File: src/rtl/cb_cfg_pkg.sv
// Shared types and elaboration-time helpers for the double-buffered connection-block
// configuration path.
package cb_cfg_pkg;

   typedef enum logic [1:0] {
      EMPTY   = 2'd0,
      LOADING = 2'd1,
      FULL    = 2'd2,
      OVER    = 2'd3
   } cb_cfg_state_e;

   localparam int CB_CHAN_W_DEF     = 9;
   localparam int CB_NUM_IPIN_DEF   = 11;
   localparam int CB_MUX_SIZE_DEF   = 6;
   localparam int CB_TRACK_STEP_DEF = 4;

   // A 1:1 "mux" still needs one select bit so the config word is never zero-width.
   function automatic int cb_sel_w(input int mux_size);
      return (mux_size > 1) ? $clog2(mux_size) : 1;
   endfunction

   function automatic int cb_cfg_bits(input int num_ipin, input int mux_size);
      return num_ipin * cb_sel_w(mux_size);
   endfunction

   // Counter must reach CFG_BITS+1 so an over-long load is distinguishable from a full one.
   function automatic int cb_cnt_w(input int cfg_bits);
      return $clog2(cfg_bits + 2);
   endfunction

   function automatic int cb_track_idx(input int i, input int m, input int step, input int w);
      return (i + m * step) % w;
   endfunction

endpackage

File: src/rtl/cb_ipin_mux.sv
// One grid-pin routing mux: selects in_i[sel_i], forced low when disabled or when the
// select code has no corresponding input.
module cb_ipin_mux #(
   parameter int MUX_SIZE = 6,
   parameter int SEL_W    = 3
) (
   input  logic [MUX_SIZE-1:0] in_i,
   input  logic [SEL_W-1:0]    sel_i,
   input  logic                en_i,
   output logic                out_o
);

   always_comb begin
      out_o = 1'b0;
      for (int k = 0; k < MUX_SIZE; k++) begin
         if (en_i && (sel_i == SEL_W'(k))) begin
            out_o = in_i[k];
         end
      end
   end

endmodule

File: src/rtl/cby_param_dbuf.sv
// Parametrised Y-direction connection block: channel pass-through, NUM_IPIN routing muxes,
// and a shadow/active configuration pair so reprogramming never disturbs live routing.
module cby_param_dbuf
   import cb_cfg_pkg::*;
#(
   parameter int CHAN_W     = CB_CHAN_W_DEF,
   parameter int NUM_IPIN   = CB_NUM_IPIN_DEF,
   parameter int MUX_SIZE   = CB_MUX_SIZE_DEF,
   parameter int TRACK_STEP = CB_TRACK_STEP_DEF
) (
   input  logic                prog_clk,
   input  logic                prog_reset_n,
   input  logic                ccff_en,
   input  logic                ccff_head,
   input  logic                ccff_commit,
   output logic                ccff_tail,
   input  logic [CHAN_W-1:0]   chany_bottom_in,
   input  logic [CHAN_W-1:0]   chany_top_in,
   output logic [CHAN_W-1:0]   chany_top_out,
   output logic [CHAN_W-1:0]   chany_bottom_out,
   output logic [NUM_IPIN-1:0] ipin_out,
   output logic                cfg_valid,
   output logic                cfg_full,
   output logic                cfg_err
);

   localparam int SEL_W    = cb_sel_w(MUX_SIZE);
   localparam int CFG_BITS = cb_cfg_bits(NUM_IPIN, MUX_SIZE);
   localparam int CNT_W    = cb_cnt_w(CFG_BITS);

   localparam logic [CNT_W-1:0] CNT_FULL = CNT_W'(CFG_BITS);
   localparam logic [CNT_W-1:0] CNT_SAT  = CNT_W'(CFG_BITS + 1);

   logic [CFG_BITS-1:0] shadow_q, shadow_d;
   logic [CFG_BITS-1:0] active_q, active_d;
   logic [CNT_W-1:0]    count_q, count_d;
   cb_cfg_state_e       state_q, state_d;
   logic                valid_q, valid_d;
   logic                err_q, err_d;
   logic                commit_ok;

   // A commit that coincides with a shift is refused: the shadow would be mid-update.
   always_comb begin
      commit_ok = ccff_commit && !ccff_en && (state_q == FULL);

      shadow_d = shadow_q;
      if (ccff_en) begin
         shadow_d = {shadow_q[CFG_BITS-2:0], ccff_head};
      end

      active_d = commit_ok ? shadow_q : active_q;
      valid_d  = valid_q || commit_ok;
      err_d    = ccff_commit && !commit_ok;

      count_d = count_q;
      if (commit_ok) begin
         count_d = '0;
      end else if (ccff_en && (count_q != CNT_SAT)) begin
         count_d = count_q + CNT_W'(1);
      end

      if (count_d == '0) begin
         state_d = EMPTY;
      end else if (count_d < CNT_FULL) begin
         state_d = LOADING;
      end else if (count_d == CNT_FULL) begin
         state_d = FULL;
      end else begin
         state_d = OVER;
      end
   end

   always_ff @(posedge prog_clk or negedge prog_reset_n) begin
      if (!prog_reset_n) begin
         shadow_q <= '0;
         active_q <= '0;
         count_q  <= '0;
         state_q  <= EMPTY;
         valid_q  <= 1'b0;
         err_q    <= 1'b0;
      end else begin
         shadow_q <= shadow_d;
         active_q <= active_d;
         count_q  <= count_d;
         state_q  <= state_d;
         valid_q  <= valid_d;
         err_q    <= err_d;
      end
   end

   assign ccff_tail        = shadow_q[CFG_BITS-1];
   assign cfg_valid        = valid_q;
   assign cfg_full         = (state_q == FULL);
   assign cfg_err          = err_q;
   assign chany_top_out    = chany_bottom_in;
   assign chany_bottom_out = chany_top_in;

   // Even mux inputs come from below, odd from above, sharing one track per pair.
   generate
      for (genvar gi = 0; gi < NUM_IPIN; gi++) begin : g_ipin
         logic [MUX_SIZE-1:0] mux_in;

         for (genvar gm = 0; gm < MUX_SIZE / 2; gm++) begin : g_pair
            localparam int TRK = cb_track_idx(gi, gm, TRACK_STEP, CHAN_W);
            assign mux_in[2*gm]   = chany_bottom_in[TRK];
            assign mux_in[2*gm+1] = chany_top_in[TRK];
         end

         cb_ipin_mux #(
            .MUX_SIZE (MUX_SIZE),
            .SEL_W    (SEL_W)
         ) u_mux (
            .in_i  (mux_in),
            .sel_i (active_q[gi*SEL_W +: SEL_W]),
            .en_i  (valid_q),
            .out_o (ipin_out[gi])
         );
      end
   endgenerate

endmodule

File: config.mk
export PLATFORM = sky130hd
export DESIGN_NAME = cby_param_dbuf
export DESIGN_NICKNAME = d
export VERILOG_FILES = /design/src/rtl/cb_cfg_pkg.sv /design/src/rtl/cb_ipin_mux.sv /design/src/rtl/cby_param_dbuf.sv
export SDC_FILE = /design/constraint.sdc
export NUM_CORES = 1
export LEC_CHECK = 0
export ABC_AREA = 1
export CAP_MARGIN = 20
export CORE_UTILIZATION = 54
export DETAILED_ROUTE_END_ITERATION = 10
export PLACE_DENSITY = 0.79
export REMOVE_ABC_BUFFERS = 1
export SYNTH_ARGS = -nofsm -noshare
export SYNTH_HDL_FRONTEND = slang
export SYNTH_SLANG_ARGS = --single-unit
File: constraint.sdc
create_clock -name prog_clk -period 2 [get_ports prog_clk]
set_input_delay 0.3 -clock prog_clk [delete_from_list [all_inputs] [get_ports prog_clk]]
set_output_delay 0.3 -clock prog_clk [all_outputs]
set_load 0.005 [all_outputs]
After elaboration in Yosys (flattened, before gate mapping):

Index checks and enable logic that the tools add are counted.

* reduce and logical (&&, ||, !) cells: 85
* eq/ne operators: 58
* muxes and demuxes: 71
* add/subtract/negate cells: 1
* order comparisons: 1

Operators with widths (number)
* $logic_and 1x1->1: 70
* $mux 1: 67
* $eq 3x2->1 const B: 22
* $eq 3x3->1 const B: 22
* $eq 3x1->1 const B: 11
* $logic_not 3->1: 11
* $mux 6: 2
* $add 6x1->6 const B: 1
* $eq 6x6->1 const B: 1
* $logic_not 6->1: 1
* $lt 6x6->1 const B: 1
* $ne 6x6->1 const B: 1
* $mux 2: 2
* $eq 2x2->1 const B: 1
* $logic_not 1->1: 2
* $logic_or 1x1->1: 1

* register bits: 76
* bits of input ports: 23

Depth between registers and ports, before layout:

Gate-level depths: netlist (run 1).

* depth after elaboration: 8
* depth in mapped cells: 12

Hierarchy:

Synthesis (run 1) repeated with hierarchy kept, for this count alone.

* cell total of the unflattened synthesis: 566
* area, all modules: 4199.0 µm²

Modules (own cells, without submodules)
* cby_param_dbuf: sequential area each 1901.8 µm², area an instance 3221.8 µm², cells each 346, instances 1
* cb_ipin_mux: sequential area each 0.0 µm², area an instance 88.8 µm², cells each 20, instances 11

Worst setup path before layout (run 1):

Ideal clock, no wire load.

* path type: reg2reg
* start point: register count_q[0]
* end point: register state_q[0]
* library setup time: 0.124 ns
* stages on the path, launching flop included: 11
* data required time: 1.876 ns
* buffers on the path: 0
* arrival time: 1.298 ns
* slack: 0.578 ns
* path through: dfrtp_1 inv_1 ha_1 nand3_2 nand2_4 nand2_1 nand2_1 nand2_1 nand2_1 nor3_1 nand2_1

* word-level cells in the longest chain between the ends: 8
* elaborated cells between the ends (all ways): 11

RTL lines
* start, declared: line cby_param_dbuf.sv:36 `logic [CNT_W-1:0] count_q, count_d;`
* start signal, assigned: line cby_param_dbuf.sv:84 `count_q <= count_d;`
* parallel branches: the longest is 2 deep, another holds $add 6x1->6
* $mux 6 (*): line cby_param_dbuf.sv:58 `end else if (ccff_en && (count_q != CNT_SAT)) begin`
* $mux 6 (*): line cby_param_dbuf.sv:56 `if (commit_ok) begin`
* parallel branches: the longest is 3 deep, another holds $lt 6x6->1
* $mux 2 (*): line cby_param_dbuf.sv:62 `if (count_d == '0) begin`
* via state_d[0]: line cby_param_dbuf.sv:37 `cb_cfg_state_e state_q, state_d;`
* end signal, assigned: line cby_param_dbuf.sv:85 `state_q <= state_d;`
* end, declared: line cby_param_dbuf.sv:37

Mark *: on every way through the listed nets, which the timed path passes.
A chain may end at the register's enable or synchronous reset.

Worst setup path in the final report (run 1):

* start point: input chany_bottom_in[6]
* end point: output ipin_out[6]

* word-level cells in the longest chain between the ends: 6

RTL lines
* start, declared: line cby_param_dbuf.sv:17 `input logic [CHAN_W-1:0] chany_bottom_in,`
* $mux 1 (6 in series): line cb_ipin_mux.sv:16 `if (en_i && (sel_i == SEL_W'(k))) begin`
* end, declared: line cby_param_dbuf.sv:21 `output logic [NUM_IPIN-1:0] ipin_out,`

Every way passes these cells.

==> results by group, run 1 <==
GRT
  – Global Route Usage Sum: 0.250
  – First-pass GRT wire length: 14300 µm
  – Vias in the first global route: 2979
  – Overflow after GRT: 0
  – Initial antenna violation count: 0
  – Largest net degree at the start of global routing: 40

Yosys
  – Largest area contributor in the netlist: dfrtp_1
  – Unique masters post-synth: 29
  – Yosys reg bits: 76
  – Sequential share of the synthesized area: 0.491
  – Yosys top cell area share: 0.491
  – Main area contributors after synthesis: dfrtp_1 49%, o21ai_0 11%, nand2_1 10%
  – Synth warnings: 0
  – Post-Syn Area: 0.00387 mm²
  – Mean area per synthesized cell: 8.37 µm²
  – Number of cells produced by synthesis: 463

Clock network
  – CTS sink count: 76
  – CTS clk-pin slew, worst paths: 0.08 ns
  – Num CTS Buffers: 9
  – Clk_lat worst skew: 0.34 ns
  – CTS tree: yes
  – H-tree Lvls: 3
  – CTS Root Cell: clkbuf_8
  – Clock Path Buffers: 2

Place
  – Setup slack at placement: -0.281 ns
  – DPL Wire Length: 6040 µm
  – Area post-placement: 0.00437 mm²
  – Placed Instances: 585
  – Port Buf Inserts: 55
  – Routability Congestion: 0.813

Detailed routing
  – Via count: 3224
  – Drt initial violations: 223
  – Routed Antenna Nets: 0
  – WL/cell: 14.2 µm
  – Final wirelength: 8620 µm
  – 1st-pass router iterations: 5
  – Vias per inst: 5.33
  – DRC viols: 0

Finish
  – Number of fillers in the final layout: 568
  – Syn-to-layout area delta: 19.6%
  – Post-Layout Cell Count: 605
  – Share of cells above drive strength 1: 0.130
  – Nets: 529
  – Post-layout instance area: 0.00463 mm²
  – Fin util: 0.674
  – Antenna cells: 0

Setup path
  – CP startpoint kind: primary input
  – CP peak stage delay: 0.53 ns
  – Crit. End Element: output port
  – CP arrival: 1.64 ns
  – Type of the worst setup path: primary input to output port
  – Crit-path most repeated cell: a21oi_1
  – CP max-delay cell: clkdlybuf4s50_1
  – Crit path required time: 1.70 ns
  – CP Max Fanout: 3
  – Critical path cell sequence: clkdlybuf4s50_1, o21ai_0, a21oi_1, o21bai_1, a21oi_1, dlygate4sd2_1

Timing
  – Final hold slack: 0.483 ns
  – Worst Skew: 0.00562 ns
  – Slew at the pin with the worst max-slew slack: 0.598 ns
  – Final setup violation count: 0
  – Max-slew violation count: 0
  – Final TNS setup: 0 ns
  – Crit share post-route: 0.968
  – Final worst slack: 0.0647 ns
  – Final Hold Vio Count: 0
  – Fin crit period: 1.94 ns
  – Fmax: 0.517 GHz
  – Rel. slew slack: 0.601

Floorplan
  – Core Rows: 30
  – Num ports: 56
  – Die width: 86.7 µm
  – Die ar.: 0.00752 mm²
  – Die H: 86.7 µm
  – Initial Util: 0.564
  – Total core area: 0.00687 mm²

Pwr
  – Pleak: 2.23 nW
  – VDD IR max: 0.000669 V
  – Tot Pwr: 5.88 mW
  – Pwr dens: 1270 mW/mm²

Outcome
  – Outcome: finished clean

Job
  – Max Cap Viol: 0

Hold path
  – Class of the worst hold path: flop to flop
## state kept, by name (all words and copies together) (netlist names)
register and count:
count_q 6, state_q 2, shadow_q 33, cfg_valid 1, active_q 33, cfg_err 1
## per-layer routing
metal,vias up,global-route usage,share of wire
li1,1567,-,-
met1,1533,0.344,0.45
met2,111,0.400,0.48
met3,13,0.0352,0.050
met4,0,0.106,0.017
met5,-,0,0
## area by class of cell
type | instances | area, µm² | area share
well taps | 96 | 120 | 0.0259
inverters | 66 | 253 | 0.0546
repair buffers | 75 | 682 | 0.147
clock inverters | 7 | 115 | 0.0248
multi-input cells | 276 | 1440 | 0.310
clock buffers | 9 | 124 | 0.0267
flip-flops and latches | 76 | 1900 | 0.411
## power by group
group          internal, mW  switching [mW]
clock network         0.824           0.566
logic                 0.931            1.09
registers              2.03           0.431
## critical path: cells and delay by family
family	cells	cell delay (ns)
AO/OA/AOI/OAI	4	0.54
buffers and inverters	2	0.80
## path summary, 6_finish.rpt
check,slack [ns],cells past startpoint,startpoint,end
setup / recovery,0.06,6,chany_bottom_in[6],ipin_out[6]
hold / removal,0.48,2,shadow_q[5],active_q[5]
setup reg to reg,0.31,10,count_q[0],state_q[0]
hold reg to reg,0.48,2,shadow_q[5],active_q[5]
max in group asynchronous,0.86,3,prog_reset_n,active_q[31]
min in group asynchronous,0.49,2,prog_reset_n,shadow_q[3]
## cell usage after synthesis
| cell type | number |
|---|---|
| a21o_1 | 7 |
| buf_2 | 2 |
| inv_4 | 2 |
| nor3_1 | 1 |
| o2111ai_1 | 11 |
| inv_1 | 61 |
| a21oi_1 | 28 |
| clkbuf_1 | 10 |
| o21ai_2 | 2 |
| inv_2 | 3 |
| nand3_1 | 6 |
| nand4_1 | 2 |
| nor2_2 | 1 |
| nand2_1 | 107 |
| nand2_4 | 3 |
| nand3_4 | 1 |
| ha_1 | 2 |
| o21bai_1 | 5 |
| xor2_1 | 1 |
| dfrtp_1 | 76 |
| nand2_2 | 2 |
| nand3_2 | 2 |
| buf_4 | 31 |
| nor2_1 | 5 |
| o211ai_1 | 5 |
| a21oi_2 | 1 |
| nor2_8 | 1 |
| buf_6 | 2 |
| o21ai_0 | 83 |
## placed cells by master (no fill, tap or decap), types with 3 or more instances in the layout
master	netlist	final
dfrtp_1	76	75
dlygate4sd2_1	0	9
inv_1	61	59
a21oi_2	1	6
o21bai_1	5	5
clkbuf_8	0	9
nand2_4	3	3
o2111ai_1	11	11
a21o_1	7	7
nand2_1	107	107
a21oi_1	28	23
o21ai_0	83	81
buf_4	31	18
clkdlybuf4s50_1	0	39
nor2_1	5	5
o211ai_1	5	5
clkbuf_2	0	4
inv_2	3	5
bufinv_16	0	3
nand3_1	6	6
## cells by family (layout without fill, tap and decap cells)
| logic type | count (synthesis) | in the layout | share of synthesized area |
|---|---|---|---|
| DFF | 76 | 76 | 0.491 |
| buffers and inverters | 111 | 157 | 0.143 |
| AOI/OAI and AO/OA | 142 | 142 | 0.208 |
| and+or+nand+nor | 131 | 131 | 0.149 |
| adders and majority gates | 2 | 2 | 0.00646 |
| xor gates and xnor gates | 1 | 1 | 0.00226 |
## repair_timing
action	CTS	global route
hold buffers	1	0
pin swaps	1	1
setup buffers	0	3
hold endpoints to repair	24	0
gates resized for setup	18	16
setup endpoints to repair	11	8
(Power assumes the default switching activity.)
==> run 2: changes to the inputs <==
--- a/config.mk
+++ b/config.mk
@@ -6,7 +6,6 @@
 export NUM_CORES = 1
 export LEC_CHECK = 0
 export ABC_AREA = 1
-export CAP_MARGIN = 20
 export CORE_UTILIZATION = 54
 export DETAILED_ROUTE_END_ITERATION = 10
 export PLACE_DENSITY = 0.79
==> results of run 2 <==
No change in the layout: final DEF, timing and power equal those of run 1.
==> run 3: changes to the inputs <==
--- a/config.mk
+++ b/config.mk
@@ -6,9 +6,11 @@
 export NUM_CORES = 1
 export LEC_CHECK = 0
 export ABC_AREA = 1
-export CORE_UTILIZATION = 54
+export CELL_PAD_IN_SITES_DETAIL_PLACEMENT = 1
+export CELL_PAD_IN_SITES_GLOBAL_PLACEMENT = 2
+export CORE_UTILIZATION = 32
 export DETAILED_ROUTE_END_ITERATION = 10
-export PLACE_DENSITY = 0.79
+export PLACE_DENSITY_LB_ADDON = 0.1
 export REMOVE_ABC_BUFFERS = 1
 export SYNTH_ARGS = -nofsm -noshare
 export SYNTH_HDL_FRONTEND = slang
==> results by group, run 3 (same netlist as run 1, synthesis figures left out) <==
Place
  – Area post-placement: 0.00447 mm²
  – Placed Instances: 637
  – Port Buf Inserts: 55
  – DPL Wire Length: 7450 µm
  – Routability Congestion: 0.771

Finish
  – Biggest regs: active_q (33), shadow_q (33), count_q (6)
  – Most frequent cells in the layout: 107 x nand2_1, 80 x o21ai_0, 76 x dfrtp_1, 59 x inv_1, 38 x clkdlybuf4s50_1
  – Area of the multi-input gates: 0.00144 mm²
  – Sequential Area: 0.00190 mm²
  – Post-layout instance area: 0.00476 mm²
  – Syn-to-layout area delta: 22.7%
  – Commonest non-fill, non-tap cell in the layout: nand2_1
  – Post-Layout Cell Count: 655
  – Antenna cells: 0
  – Number of fillers in the final layout: 1402
  – Share of cells above drive strength 1: 0.139
  – Nets: 532

Clock network
  – CTS clk-pin slew, worst paths: 0.06 ns
  – Clk_lat worst skew: 0.33 ns
  – CTS Root Cell: clkbuf_16
  – CTS sink count: 76
  – Num CTS Buffers: 9
  – H-tree Lvls: 3
  – Clock Path Buffers: 2
  – CTS tree: yes

GRT
  – Largest net degree at the start of global routing: 36
  – Overflow after GRT: 0
  – Initial antenna violation count: 0
  – First-pass GRT wire length: 17300 µm
  – Vias in the first global route: 3314
  – Global Route Usage Sum: 0.176

Pwr
  – Comb pwr share: 0.332
  – Sequential share of power: 0.403
  – Pwr dens: 1280 mW/mm²
  – VDD IR max: 0.000506 V
  – Switching share of power: 0.359
  – Pint: 3.92 mW
  – Pleak: 2.26 nW
  – Power share of the clock group: 0.265
  – P_sw: 2.19 mW

Detailed routing
  – 1st-pass router iterations: 7
  – WL/cell: 15.6 µm
  – Via count: 3193
  – Vias per inst: 4.87
  – Routed Antenna Nets: 0
  – DRC viols: 7
  – Drt initial violations: 110
  – Final wirelength: 10200 µm

Floorplan
  – Die ar.: 0.0126 mm²
  – Die H: 112 µm
  – Die width: 112 µm
  – Total core area: 0.0116 mm²
  – Num ports: 56
  – Core Rows: 39
  – Initial Util: 0.334

Hold path
  – Class of the worst hold path: primary input to asynchronous set/reset pin

Timing
  – Fin crit period: 1.92 ns
  – Slew at the pin with the worst max-slew slack: 0.625 ns
  – Worst Skew: 0.00667 ns
  – Rel. slew slack: 0.583
  – Final setup violation count: 0
  – Fmax: 0.520 GHz
  – Crit share post-route: 0.961
  – Max-slew violation count: 0
  – Final Hold Vio Count: 0

Setup path
  – CP max-delay cell: dfrtp_1
  – CP peak stage delay: 0.42 ns
  – Type of the worst setup path: flop to output port
  – CP Max Fanout: 5
  – CP startpoint kind: flop
  – Critical path cell sequence: inv_1, a21oi_1, o21ai_0, a21o_1, a21oi_2, buf_2
  – R2R depth: 10
  – Capture point of the worst reg-to-reg path: state_q[0]
  – Reg2reg setup slack: 0.31 ns
  – RR Startpoint: count_q[0]
  – Crit path required time: 1.70 ns
  – Crit. End Element: output port
  – CP arrival: 1.62 ns

Outcome
  – Outcome: finished, violations left
  – Failing checks: design-rule violations

Job
  – Max Cap Viol: 0
[run 3: cell count changes in the layout (fill, tap and decap cells not counted), sizes merged]
cell           delta
buf               +4
bufinv            -2
clkbuf            +3
clkdlybuf4s15     -1
clkdlybuf4s50     -1
dlymetal6s2s      -1
inv               +1
[run 3: worst max-delay path: cells and delay by family (launching register included)]
family | cells | cell delay (ns)
flip-flops | 1 | 0.42
AO/OA/AOI/OAI | 4 | 0.63
buffers and inverters | 2 | 0.25
[run 3: area by class of cell]
class,count,share of cell area
Timing Repair Buffer,78,0.145
Clock buffer,10,0.0481
Multi-Input combinational cell,276,0.303
Tap cell,143,0.0376
Clock inverter,6,0.0134
Inverter,66,0.0531
Sequential cell,76,0.400
[run 3: through the flow]
step / util / power (mW) / hold WS [ns] / setup WS (ns) / setup TNS, ns
after global routing: 0.410 / 6.59 / 0.492 / -0.00110 / -0.00110
after CTS: 0.410 / 6.20 / 0.479 / 0.0117 / 0
after detailed placement: 0.385 / 4.65 / 0.288 / -0.387 / -2.62
after floorplan: - / 3.62 / 0.00441 / 0.480 / 0
final: 0.410 / 6.11 / 0.460 / 0.0782 / 0
after global placement: 0.385 / 4.58 / 0.292 / -0.367 / -2.46
[run 3: timing repair]
item,4_1_cts,5_1_grt
gates resized for setup,23,18
hold buffers,1,0
endpoints found under the setup margin,11,9
pin swaps,1,1
setup buffers,0,1
gates cloned,0,0
endpoints found under the hold margin,31,0
[run 3: worst max path at each step]
stage / from / end / slack [ns] / cells past startpoint
floorplan: state_q[0] / state_q[0] / 0.48 / 8
global placement: chany_bottom_in[0] / ipin_out[10] / -0.37 / 7
detailed placement: chany_bottom_in[0] / ipin_out[10] / -0.39 / 7
CTS: chany_bottom_in[3] / ipin_out[4] / 0.01 / 7
global route: cfg_valid / ipin_out[6] / -0.001 / 3
finish: active_q[30] / ipin_out[10] / 0.08 / 6
[run 3: layer usage]
| layer | share of wire | global-route usage | up-vias |
|---|---|---|---|
| li1 | - | - | 1577 |
| met1 | 0.49 | 0.240 | 1560 |
| met2 | 0.47 | 0.284 | 50 |
| met3 | 0.031 | 0.0313 | 6 |
| met4 | 0.0062 | 0.0640 | 0 |
| met5 | 0 | 0 | - |
[run 3: power groups by stage]
stage                     Sequential [mW]  Clock [mW]  Combinational (mW)
after floorplan                      2.36           0                1.26
after global placement               2.47           0                2.11
after detailed placement             2.49           0                2.16
after CTS                            2.47        1.66                2.06
after global routing                 2.55        1.72                2.32
final                                2.47        1.62                2.03
